$ cat src/rtl/adder_pkg.sv
// Shared definitions for the pipelined carry-lookahead adder.
// Holds the default geometry, the saturation-limit helpers and the
// width-independent control part of a pipeline stage record.
package adder_pkg;

    localparam int unsigned DEF_WIDTH = 32;
    localparam int unsigned DEF_SEG_W = 8;
    localparam int unsigned MAX_NSEG  = 16;
    // Upper bound on WIDTH so the saturation helpers can return a fixed vector.
    localparam int unsigned MAX_W     = 512;

    // Control fields carried by every stage register. ovf is only
    // meaningful in the final stage; carry is the carry out of the
    // segment resolved by that stage.
    typedef struct packed {
        logic valid;
        logic sat_en;
        logic carry;
        logic ovf;
    } stage_ctl_t;

    // Largest signed value of a w-bit word: 0 followed by w-1 ones.
    function automatic logic [MAX_W-1:0] sat_max(input int unsigned w);
        logic [MAX_W-1:0] r;
        r = '0;
        for (int unsigned i = 0; i < MAX_W; i++) begin
            r[i] = ((i + 32'd1) < w) ? 1'b1 : 1'b0;
        end
        return r;
    endfunction

    // Smallest signed value of a w-bit word: 1 followed by w-1 zeros.
    function automatic logic [MAX_W-1:0] sat_min(input int unsigned w);
        logic [MAX_W-1:0] r;
        r = '0;
        for (int unsigned i = 0; i < MAX_W; i++) begin
            r[i] = ((i + 32'd1) == w) ? 1'b1 : 1'b0;
        end
        return r;
    endfunction

endpackage

$ cat src/rtl/adder_seg.sv
// Combinational SEG_W-bit carry-lookahead segment.
// Ports:
//   a, b   segment operands
//   ci     carry into bit 0 of the segment
//   s      segment sum
//   co     carry out of the segment MSB
//   c_msb  carry into the segment MSB (used for signed overflow)
module adder_seg #(
    parameter int unsigned SEG_W = 8
) (
    input  logic [SEG_W-1:0] a,
    input  logic [SEG_W-1:0] b,
    input  logic             ci,
    output logic [SEG_W-1:0] s,
    output logic             co,
    output logic             c_msb
);

    logic [SEG_W-1:0] g_s;
    logic [SEG_W-1:0] p_s;
    logic [SEG_W:0]   c_s;

    assign g_s = a & b;
    assign p_s = a ^ b;

    // Every carry is a flat sum of products over generate/propagate terms
    // and ci, so no carry depends on another carry of this segment.
    always_comb begin
        logic cy_s;
        logic run_p_s;
        cy_s    = 1'b0;
        run_p_s = 1'b0;
        c_s     = '0;
        c_s[0]  = ci;
        for (int i = 0; i < int'(SEG_W); i++) begin
            cy_s    = 1'b0;
            run_p_s = 1'b1;
            // Walk down from bit i: run_p_s is the AND of p[i..j+1] when g[j] is used.
            for (int j = i; j >= 0; j--) begin
                cy_s    = cy_s | (g_s[j] & run_p_s);
                run_p_s = run_p_s & p_s[j];
            end
            c_s[i+1] = cy_s | (run_p_s & ci);
        end
    end

    assign s     = p_s ^ c_s[SEG_W-1:0];
    assign co    = c_s[SEG_W];
    assign c_msb = c_s[SEG_W-1];

endmodule

$ cat src/rtl/pipelined_adder.sv
// Pipelined carry-lookahead adder with valid/ready streaming, optional
// signed saturation and a signed-overflow flag. Stage k resolves operand
// segment k using the carry registered by stage k-1; the last stage
// register drives the outputs directly.
// Ports:
//   clk, rst_n            clock, asynchronous active-low reset
//   in_valid / in_ready   operand handshake (in_ready is combinational)
//   x, y, c_in, sat_en    operands, carry in, per-operation saturation
//   out_valid / out_ready result handshake
//   sum, c_out, ovf       result, raw carry out, signed overflow
module pipelined_adder
    import adder_pkg::*;
#(
    parameter int unsigned WIDTH = DEF_WIDTH,
    parameter int unsigned SEG_W = DEF_SEG_W
) (
    input  logic             clk,
    input  logic             rst_n,
    input  logic             in_valid,
    output logic             in_ready,
    input  logic [WIDTH-1:0] x,
    input  logic [WIDTH-1:0] y,
    input  logic             c_in,
    input  logic             sat_en,
    output logic             out_valid,
    input  logic             out_ready,
    output logic [WIDTH-1:0] sum,
    output logic             c_out,
    output logic             ovf
);

    localparam int unsigned NSEG = WIDTH / SEG_W;
    localparam logic [WIDTH-1:0] SAT_MAX = WIDTH'(sat_max(WIDTH));
    localparam logic [WIDTH-1:0] SAT_MIN = WIDTH'(sat_min(WIDTH));

    generate
        if ((WIDTH % SEG_W) != 0) begin : g_bad_split
            $error("pipelined_adder: WIDTH must be a multiple of SEG_W");
        end
        if ((NSEG < 1) || (NSEG > MAX_NSEG)) begin : g_bad_nseg
            $error("pipelined_adder: WIDTH/SEG_W must be in 1..16");
        end
        if (WIDTH > MAX_W) begin : g_bad_width
            $error("pipelined_adder: WIDTH exceeds MAX_W");
        end
    endgenerate

    // Operands travel whole with the record; stage k only consumes
    // segment k of px/py and fills segment k of res.
    typedef struct packed {
        stage_ctl_t       ctl;
        logic [WIDTH-1:0] res;
        logic [WIDTH-1:0] px;
        logic [WIDTH-1:0] py;
    } stage_rec_t;

    stage_rec_t       src_s   [NSEG];
    stage_rec_t       stage_d [NSEG];
    stage_rec_t       stage_q [NSEG];

    logic [SEG_W-1:0] seg_a_s  [NSEG];
    logic [SEG_W-1:0] seg_b_s  [NSEG];
    logic [SEG_W-1:0] seg_s_s  [NSEG];
    logic             seg_ci_s [NSEG];
    logic             seg_co_s [NSEG];
    logic             seg_cm_s [NSEG];

    logic             en_s;

    // The whole pipeline advances unless a finished result is being held.
    assign en_s     = ~stage_q[NSEG-1].ctl.valid | out_ready;
    assign in_ready = rst_n & en_s;

    // Stage inputs: stage 0 takes the ports, stage k the register of stage k-1.
    always_comb begin
        src_s[0]            = '0;
        src_s[0].ctl.valid  = in_valid & in_ready;
        src_s[0].ctl.sat_en = sat_en;
        src_s[0].ctl.carry  = c_in;
        src_s[0].ctl.ovf    = 1'b0;
        src_s[0].px         = x;
        src_s[0].py         = y;
        for (int k = 1; k < int'(NSEG); k++) begin
            src_s[k] = stage_q[k-1];
        end
        for (int k = 0; k < int'(NSEG); k++) begin
            seg_a_s[k]  = src_s[k].px[k*SEG_W +: SEG_W];
            seg_b_s[k]  = src_s[k].py[k*SEG_W +: SEG_W];
            seg_ci_s[k] = src_s[k].ctl.carry;
        end
    end

    generate
        for (genvar k = 0; k < int'(NSEG); k++) begin : g_seg
            adder_seg #(
                .SEG_W (SEG_W)
            ) u_seg (
                .a     (seg_a_s[k]),
                .b     (seg_b_s[k]),
                .ci    (seg_ci_s[k]),
                .s     (seg_s_s[k]),
                .co    (seg_co_s[k]),
                .c_msb (seg_cm_s[k])
            );
        end
    endgenerate

    // Next-state of each stage; the last stage also forms ovf and saturation.
    always_comb begin
        for (int k = 0; k < int'(NSEG); k++) begin
            stage_d[k]                       = src_s[k];
            stage_d[k].res[k*SEG_W +: SEG_W] = seg_s_s[k];
            stage_d[k].ctl.carry             = seg_co_s[k];
        end
        stage_d[NSEG-1].ctl.ovf = seg_co_s[NSEG-1] ^ seg_cm_s[NSEG-1];
        // Saturation direction follows the sign of x: on overflow both
        // operands share that sign.
        stage_d[NSEG-1].res = (src_s[NSEG-1].ctl.sat_en & stage_d[NSEG-1].ctl.ovf)
                            ? (src_s[NSEG-1].px[WIDTH-1] ? SAT_MIN : SAT_MAX)
                            : stage_d[NSEG-1].res;
    end

    // Stage registers: cleared by reset, frozen while the output is stalled.
    always_ff @(posedge clk or negedge rst_n) begin
        if (!rst_n) begin
            for (int k = 0; k < int'(NSEG); k++) begin
                stage_q[k] <= '0;
            end
        end else if (en_s) begin
            for (int k = 0; k < int'(NSEG); k++) begin
                stage_q[k] <= stage_d[k];
            end
        end
    end

    assign out_valid = stage_q[NSEG-1].ctl.valid;
    assign sum       = stage_q[NSEG-1].res;
    assign c_out     = stage_q[NSEG-1].ctl.carry;
    assign ovf       = stage_q[NSEG-1].ctl.ovf;

endmodule

$ cat config.mk
export PLATFORM = sky130hd
export DESIGN_NAME = pipelined_adder
export DESIGN_NICKNAME = d
export VERILOG_FILES = /design/src/rtl/adder_pkg.sv /design/src/rtl/adder_seg.sv /design/src/rtl/pipelined_adder.sv
export SDC_FILE = /design/constraint.sdc
export NUM_CORES = 1
export LEC_CHECK = 0
export ABC_AREA = 1
export CELL_PAD_IN_SITES_DETAIL_PLACEMENT = 0
export CELL_PAD_IN_SITES_GLOBAL_PLACEMENT = 1
export CORE_ASPECT_RATIO = 0.9
export CORE_MARGIN = 4
export CORE_UTILIZATION = 35
export DETAILED_ROUTE_END_ITERATION = 16
export PLACE_DENSITY = 0.69
export SKIP_LAST_GASP = 1
export SLEW_MARGIN = 5
export SYNTH_ARGS = -nofsm -noshare
export SYNTH_HDL_FRONTEND = slang
export SYNTH_SLANG_ARGS = --single-unit
$ cat constraint.sdc
create_clock -name clk -period 2.5 [get_ports clk]
set_input_delay 0.25 -clock clk [delete_from_list [all_inputs] [get_ports clk]]
set_output_delay 0.25 -clock clk [all_outputs]
set_load 0.05 [all_outputs]
; ---- Word-level counts from Yosys, hierarchy flattened
; Cells that the tools add are included.
[totals]
romBits = 0
inputBits = 70
n_memories = 0
word_cells = 442
latch_bits = 0
mem_bits_rw = 0
output_inout_bits = 36
regBits = 284
[op_classes]
div_mod_pow = 0
shift = 0
n_reduce_logical = 0
eq_ne = 0
mux = 2
bitwise = 418
n_mul = 0
magnitude_cmp = 0
n_addsub = 0
[op_table]
columns = op, n
row1 = $and A1 B1 Y1, 259
row2 = $or A1 B1 Y1, 145
row3 = $mux W32, 2
row4 = $xor A8 B8 Y8, 8
row5 = $and A8 B8 Y8, 4
row6 = $not A1 Y1, 1
row7 = $xor A1 B1 Y1, 1

; ---- Longest topological paths before layout
[logic_depth]
depth_word = 13
depth_mapped = 14
ltp_nobuf = 13

; ---- Cells and area by module
; A second synthesis with hierarchy kept.
[unflattened]
cells_unflattened = 1116
area_unflattened_um2 = 8921.1
[modules_own_cells]
columns = module, area_each_um2, seq_area_each_um2, cells_per_inst, n_inst
row1 = pipelined_adder, 7295.7, 4704.5, 847, 1
row2 = adder_seg (g_seg[1].u_seg ...), 381.6, 0.0, 62, 2
row3 = adder_seg (g_seg[0].u_seg), 451.7, 0.0, 76, 1
row4 = adder_seg (g_seg[3].u_seg), 410.4, 0.0, 69, 1

; ---- Worst setup path before layout
; No wires, ideal clock.
[synth_path]
path_kind = reg2reg
from = register stage_q (netlist bit seg_b_s[4])
to = register stage_q (netlist bit sum[24])
n_path_buf = 1
required_time_ns = 2.382
arrival_ns = 1.836
path_slack_ns = 0.546
stages_incl_launch_ff = 15
setup_time_ns = 0.118
period_less_slack_ns = 1.954
path_cell_list = dfrtp_1 ha_1 nand2_2 nor2_1 nor2_2 nand2_2 o21ai_4 nand2_4 nand2_1 nand3_2 buf_6 nand2_1 nand2_1 nand2_1 nand2_1
[synth_between]
elab_chain_len = 11
word_cells_on_any_way = 39
cone_classes = mux: 1 / bitwise: 38
[synth_rtl]
columns = item, line_no
row1 = start: declaration, pipelined_adder.sv:59  ; stage_rec_t stage_q [NSEG];
row2 = start signal: indexed assignment, pipelined_adder.sv:131  ; stage_q[k] <= stage_d[k];
row3 = $and A8 B8 Y8 / $xor A8 B8 Y8 (equally long branches), "adder_seg.sv:23, adder_seg.sv:24"
row4 = $and A1 B1 Y1 (on tied branches), "adder_seg.sv:40, adder_seg.sv:41"
row5 = $or A1 B1 Y1 (tied with other cells) (4 in series), adder_seg.sv:40  ; cy_s = cy_s | (g_s[j] & run_p_s);
row6 = $or A1 B1 Y1 / $and A1 B1 Y1 (equally long branches), "adder_seg.sv:40, adder_seg.sv:43"
row7 = $or A1 B1 Y1, adder_seg.sv:43  ; c_s[i+1] = cy_s | (run_p_s & ci);
row8 = $xor A1 B1 Y1 *, pipelined_adder.sv:115  ; stage_d[NSEG-1].ctl.ovf = seg_co_s[NSEG-1] ^ seg_cm_s[NSEG-1];
row9 = $and A1 B1 Y1 *, pipelined_adder.sv:118  ; stage_d[NSEG-1].res = (src_s[NSEG-1].ctl.sat_en & stage_d[NSEG-1].ctl.ovf)
row10 = $mux W32 *, pipelined_adder.sv:119  ; ? (src_s[NSEG-1].px[WIDTH-1] ? SAT_MIN : SAT_MAX)
; Every way passes the cells marked *; elsewhere a longest branch is shown, timed or not.
; A chain may end at the register's enable or synchronous reset.

; ---- Worst setup path in the final report
[layout_path]
from = register stage_q (netlist bit seg_b_s[4])
to = register stage_q (netlist bit sum[13])
; The elaborated chain is that of the path after synthesis.

==> impl_metrics.toml <==
[yosys]
synth_cells = 1054
syn_avg_cell_area_um2 = 8.26
yosysTopAreaCellShare_pct = 54.1
synth.net_count = 1160
ys_seq_elements = 188
synthTopCellsByArea = "dfrtp_1 (54%), nand2_1 (23%), ha_1 (4.6%)"
synth.distinct_cells = 33
yosysSeqAreaShare_pct = 54.1
yosysTopAreaCell = "dfrtp_1"
synth_area_um2 = 8700
ys_warn_count = 0

[clocking]
clk_path_buf_depth = 2
cts_resized = 0
cts_sinks = 188
cts-root-buf = "clkbuf_16"
cts_tree = "done"
clk_latency_ns = 0.43
hold_buffers = 0
cts_buffers = 17
htreeDepth = 4
cts.clk_slew.worst_paths_ns = 0.07
cts_setup_buffers = 0

[global_route]
busiest_layer = "met1"
grt_antenna_before_repair = 0
grt_first_pass_wirelength_um = 32500
grt_util_all_layers_pct = 14.4
grt_pass1_vias = 6311
gr-usage-met3_pct = 2.87
grt-ovfl-total = 0
gr-usage-met1_pct = 23.7
gr-usage-met2_pct = 19.1
grt_max_degree = 189

[critical_path]
critPathMostFrequentCell = "nand2_1"
worstSetupEndpointType = "flop"
critPathArrivalTime_ns = 2.64
startpoint_type = "flop"
path_class = "flop to flop"
crit_chain = "ha_1 > nand2_2 > nor2_1 > nor2_2 > nand2_2 > o21ai_4 > nand2_4 > nand2_1 > nand3_2 > buf_12 > nand2_1 > nand2_1 > nand2_1 > nand2_1"
critical-path-max-stage-delay_ns = 0.40
rrSetupSlack_ns = 0.17
critPathRequiredTime_ns = 2.81
slowest_stage = "ha_1"
crit_path_max_fanout = 25

[floorplanning]
initial_utilization_pct = 35.8
dieArea_um2 = 27400
die_h_um = 158
die_w_um = 174
design.core.area_um2 = 24300
core.rowCount = 54
io_pins = 106

[detailed_routing]
drt-wirelength-per-cell_um = 13.1
drc_errors = 0
vias = 6534
detail_route.vias_per_cell = 4.47
routed_wirelength_um = 19200
drt_first_pass_iters = 5
drt_first_iter_violations = 491
ant_nets = 0

[timing]
worst_pin_slew_ns = 1.02
final_hold_viol_count = 0
fmax_mhz = 430
finalSetupTns_ns = 0
rsz0062_at_grt = "yes"
period_share_pct = 93.1
drv_slew = 0
relSlewSlack_pct = 31.9
setup_viol = 0
period_needed_ns = 2.33
fin_worst_skew_ns = 0.0143
setup_ws_ns = 0.172

[finish]
drive_gt1_share_pct = 5.19
antenna_cells = 0
fillers = 2476
area_growth_syn_to_layout_pct = 22.4
multi_input_area_um2 = 3550
seqCellArea_um2 = 4700
final_nets = 1249

[placement]
port_buffers = 105
dpl.hpwl_um = 12800
gp_congestion = 0.806
dp_worst_setup_slack_ns = 0.216

[status]
status = "finished, final reports clean"

[power_and_ir_drop]
ir_worst_vdd_mv = 0.526
leakage_nw = 5.47
power_per_cell_area_nw_per_um2 = 1370

[min_path]
hold_class = "input pin to async pin"

[run]
cap_violations = 0
==> synthesized netlist by cell type <==
cell type    n
nor3_1       2
dfrtp_1    188
a22o_1       1
xnor2_1      5
nand3_2      2
nand2_1    522
buf_6        6
a21oi_1     20
o211a_1      1
buf_2        6
a31oi_1      6
nand3_1     36
ha_1        32
nor2_2       1
xor2_1       5
o21a_1       1
buf_1        3
nor2_4       1
nand2_2      5
o21ai_0     73
nand2_4      1
nand3b_1     1
fa_1         4
o21ai_4      1
inv_1       61
a221oi_1     1
nand4_1      7
o211ai_1     1
or2_2        1
nor2_1      26
and3_1       1
nand3_4      1
clkbuf_1    32
==> through the flow <==
step	power, mW	std cells	area [um2]	hold WS [ns]	utilization (%)
final	14.6	1463	10600	0.0365	43.8
after detailed placement	12.0	1432	10100	0.453	41.4
after floorplan	10.0	1054	8700	-0.0456	-
after CTS	14.7	1463	10600	0.116	43.8
after global routing	15.9	1463	10600	0.137	43.8
after global placement	12.0	1432	10100	0.451	41.4
==> flip-flops by register name (all words and copies together), names as in the netlist <==
| register | cells |
|---|---|
| src_s | 102 |
| ovf | 1 |
| seg_b_s | 24 |
| seg_a_s | 24 |
| c_out | 1 |
| seg_ci_s | 3 |
| sum | 32 |
| out_valid | 1 |
==> critical path: cells and delay by family (launching register included) <==
family                     cells  cell delay (ns)
DFF                            1             0.38
buffers and inverters          1             0.22
and+or+nand+nor               11             1.00
adders and majority gates      1             0.40
AOI/OAI and AO/OA              1             0.20
==> final timing paths <==
| check | from | cells past startpoint | end |
|---|---|---|---|
| max | seg_b_s[4] | 14 | sum[13] |
| max in group asynchronous | rst_n | 2 | src_s[267] |
| min reg2reg | src_s[268] | 2 | src_s[168] |
| min in group clk | rst_n | 4 | src_s[299] |
| max reg2reg | seg_b_s[4] | 14 | sum[13] |
| min | rst_n | 2 | src_s[299] |
==> cell families (layout without fill, tap and decap cells) <==
group	count (synthesis)	count (layout)	synth area share [%]
AOI/OAI and AO/OA	105	105	6.46
and+or+nand+nor	607	607	27.7
buffers and inverters	108	209	5.26
xor gates and xnor gates	10	10	1.01
adders and majority gates	36	36	5.52
DFF	188	188	54.1
==> layout by cell type, fill, tap and decap left out, types with 3 or more instances in the layout <==
cell type	instances
clkinv_4	3
ha_1	32
xor2_1	5
clkbuf_8	3
xnor2_1	5
buf_12	5
a21oi_1	20
fa_1	4
nand3_1	36
nand2_2	5
o21ai_0	73
clkbuf_16	17
clkdlybuf4s50_1	103
nand4_1	7
dfrtp_1	188
a31oi_1	6
buf_4	8
nand2_1	522
inv_1	60
nor2_1	24
==> layout make-up <==
| class | count | area share [%] |
|---|---|---|
| multi-input combinational | 758 | 33.3 |
| clock inverter | 11 | 1.06 |
| tap | 308 | 3.62 |
| sequential | 188 | 44.2 |
| timing repair buffer | 117 | 11.3 |
| clock buffer | 20 | 4.29 |
| inverter | 61 | 2.20 |
==> per-layer routing <==
| layer | vias to the layer above | routed length [um] |
|---|---|---|
| li1 | 3477 | - |
| met1 | 2945 | 11000 |
| met2 | 104 | 7350 |
| met3 | 8 | 677 |
| met4 | 0 | 159 |
| met5 | - | 0 |
==> where the power goes <==
group	switching [mW]	total (mW)	internal [mW]
Clock	1.20	2.64	1.44
Sequential	0.800	5.15	4.35
Combinational	4.35	6.76	2.41
No activity file was read; power rests on OpenSTA's default activity.
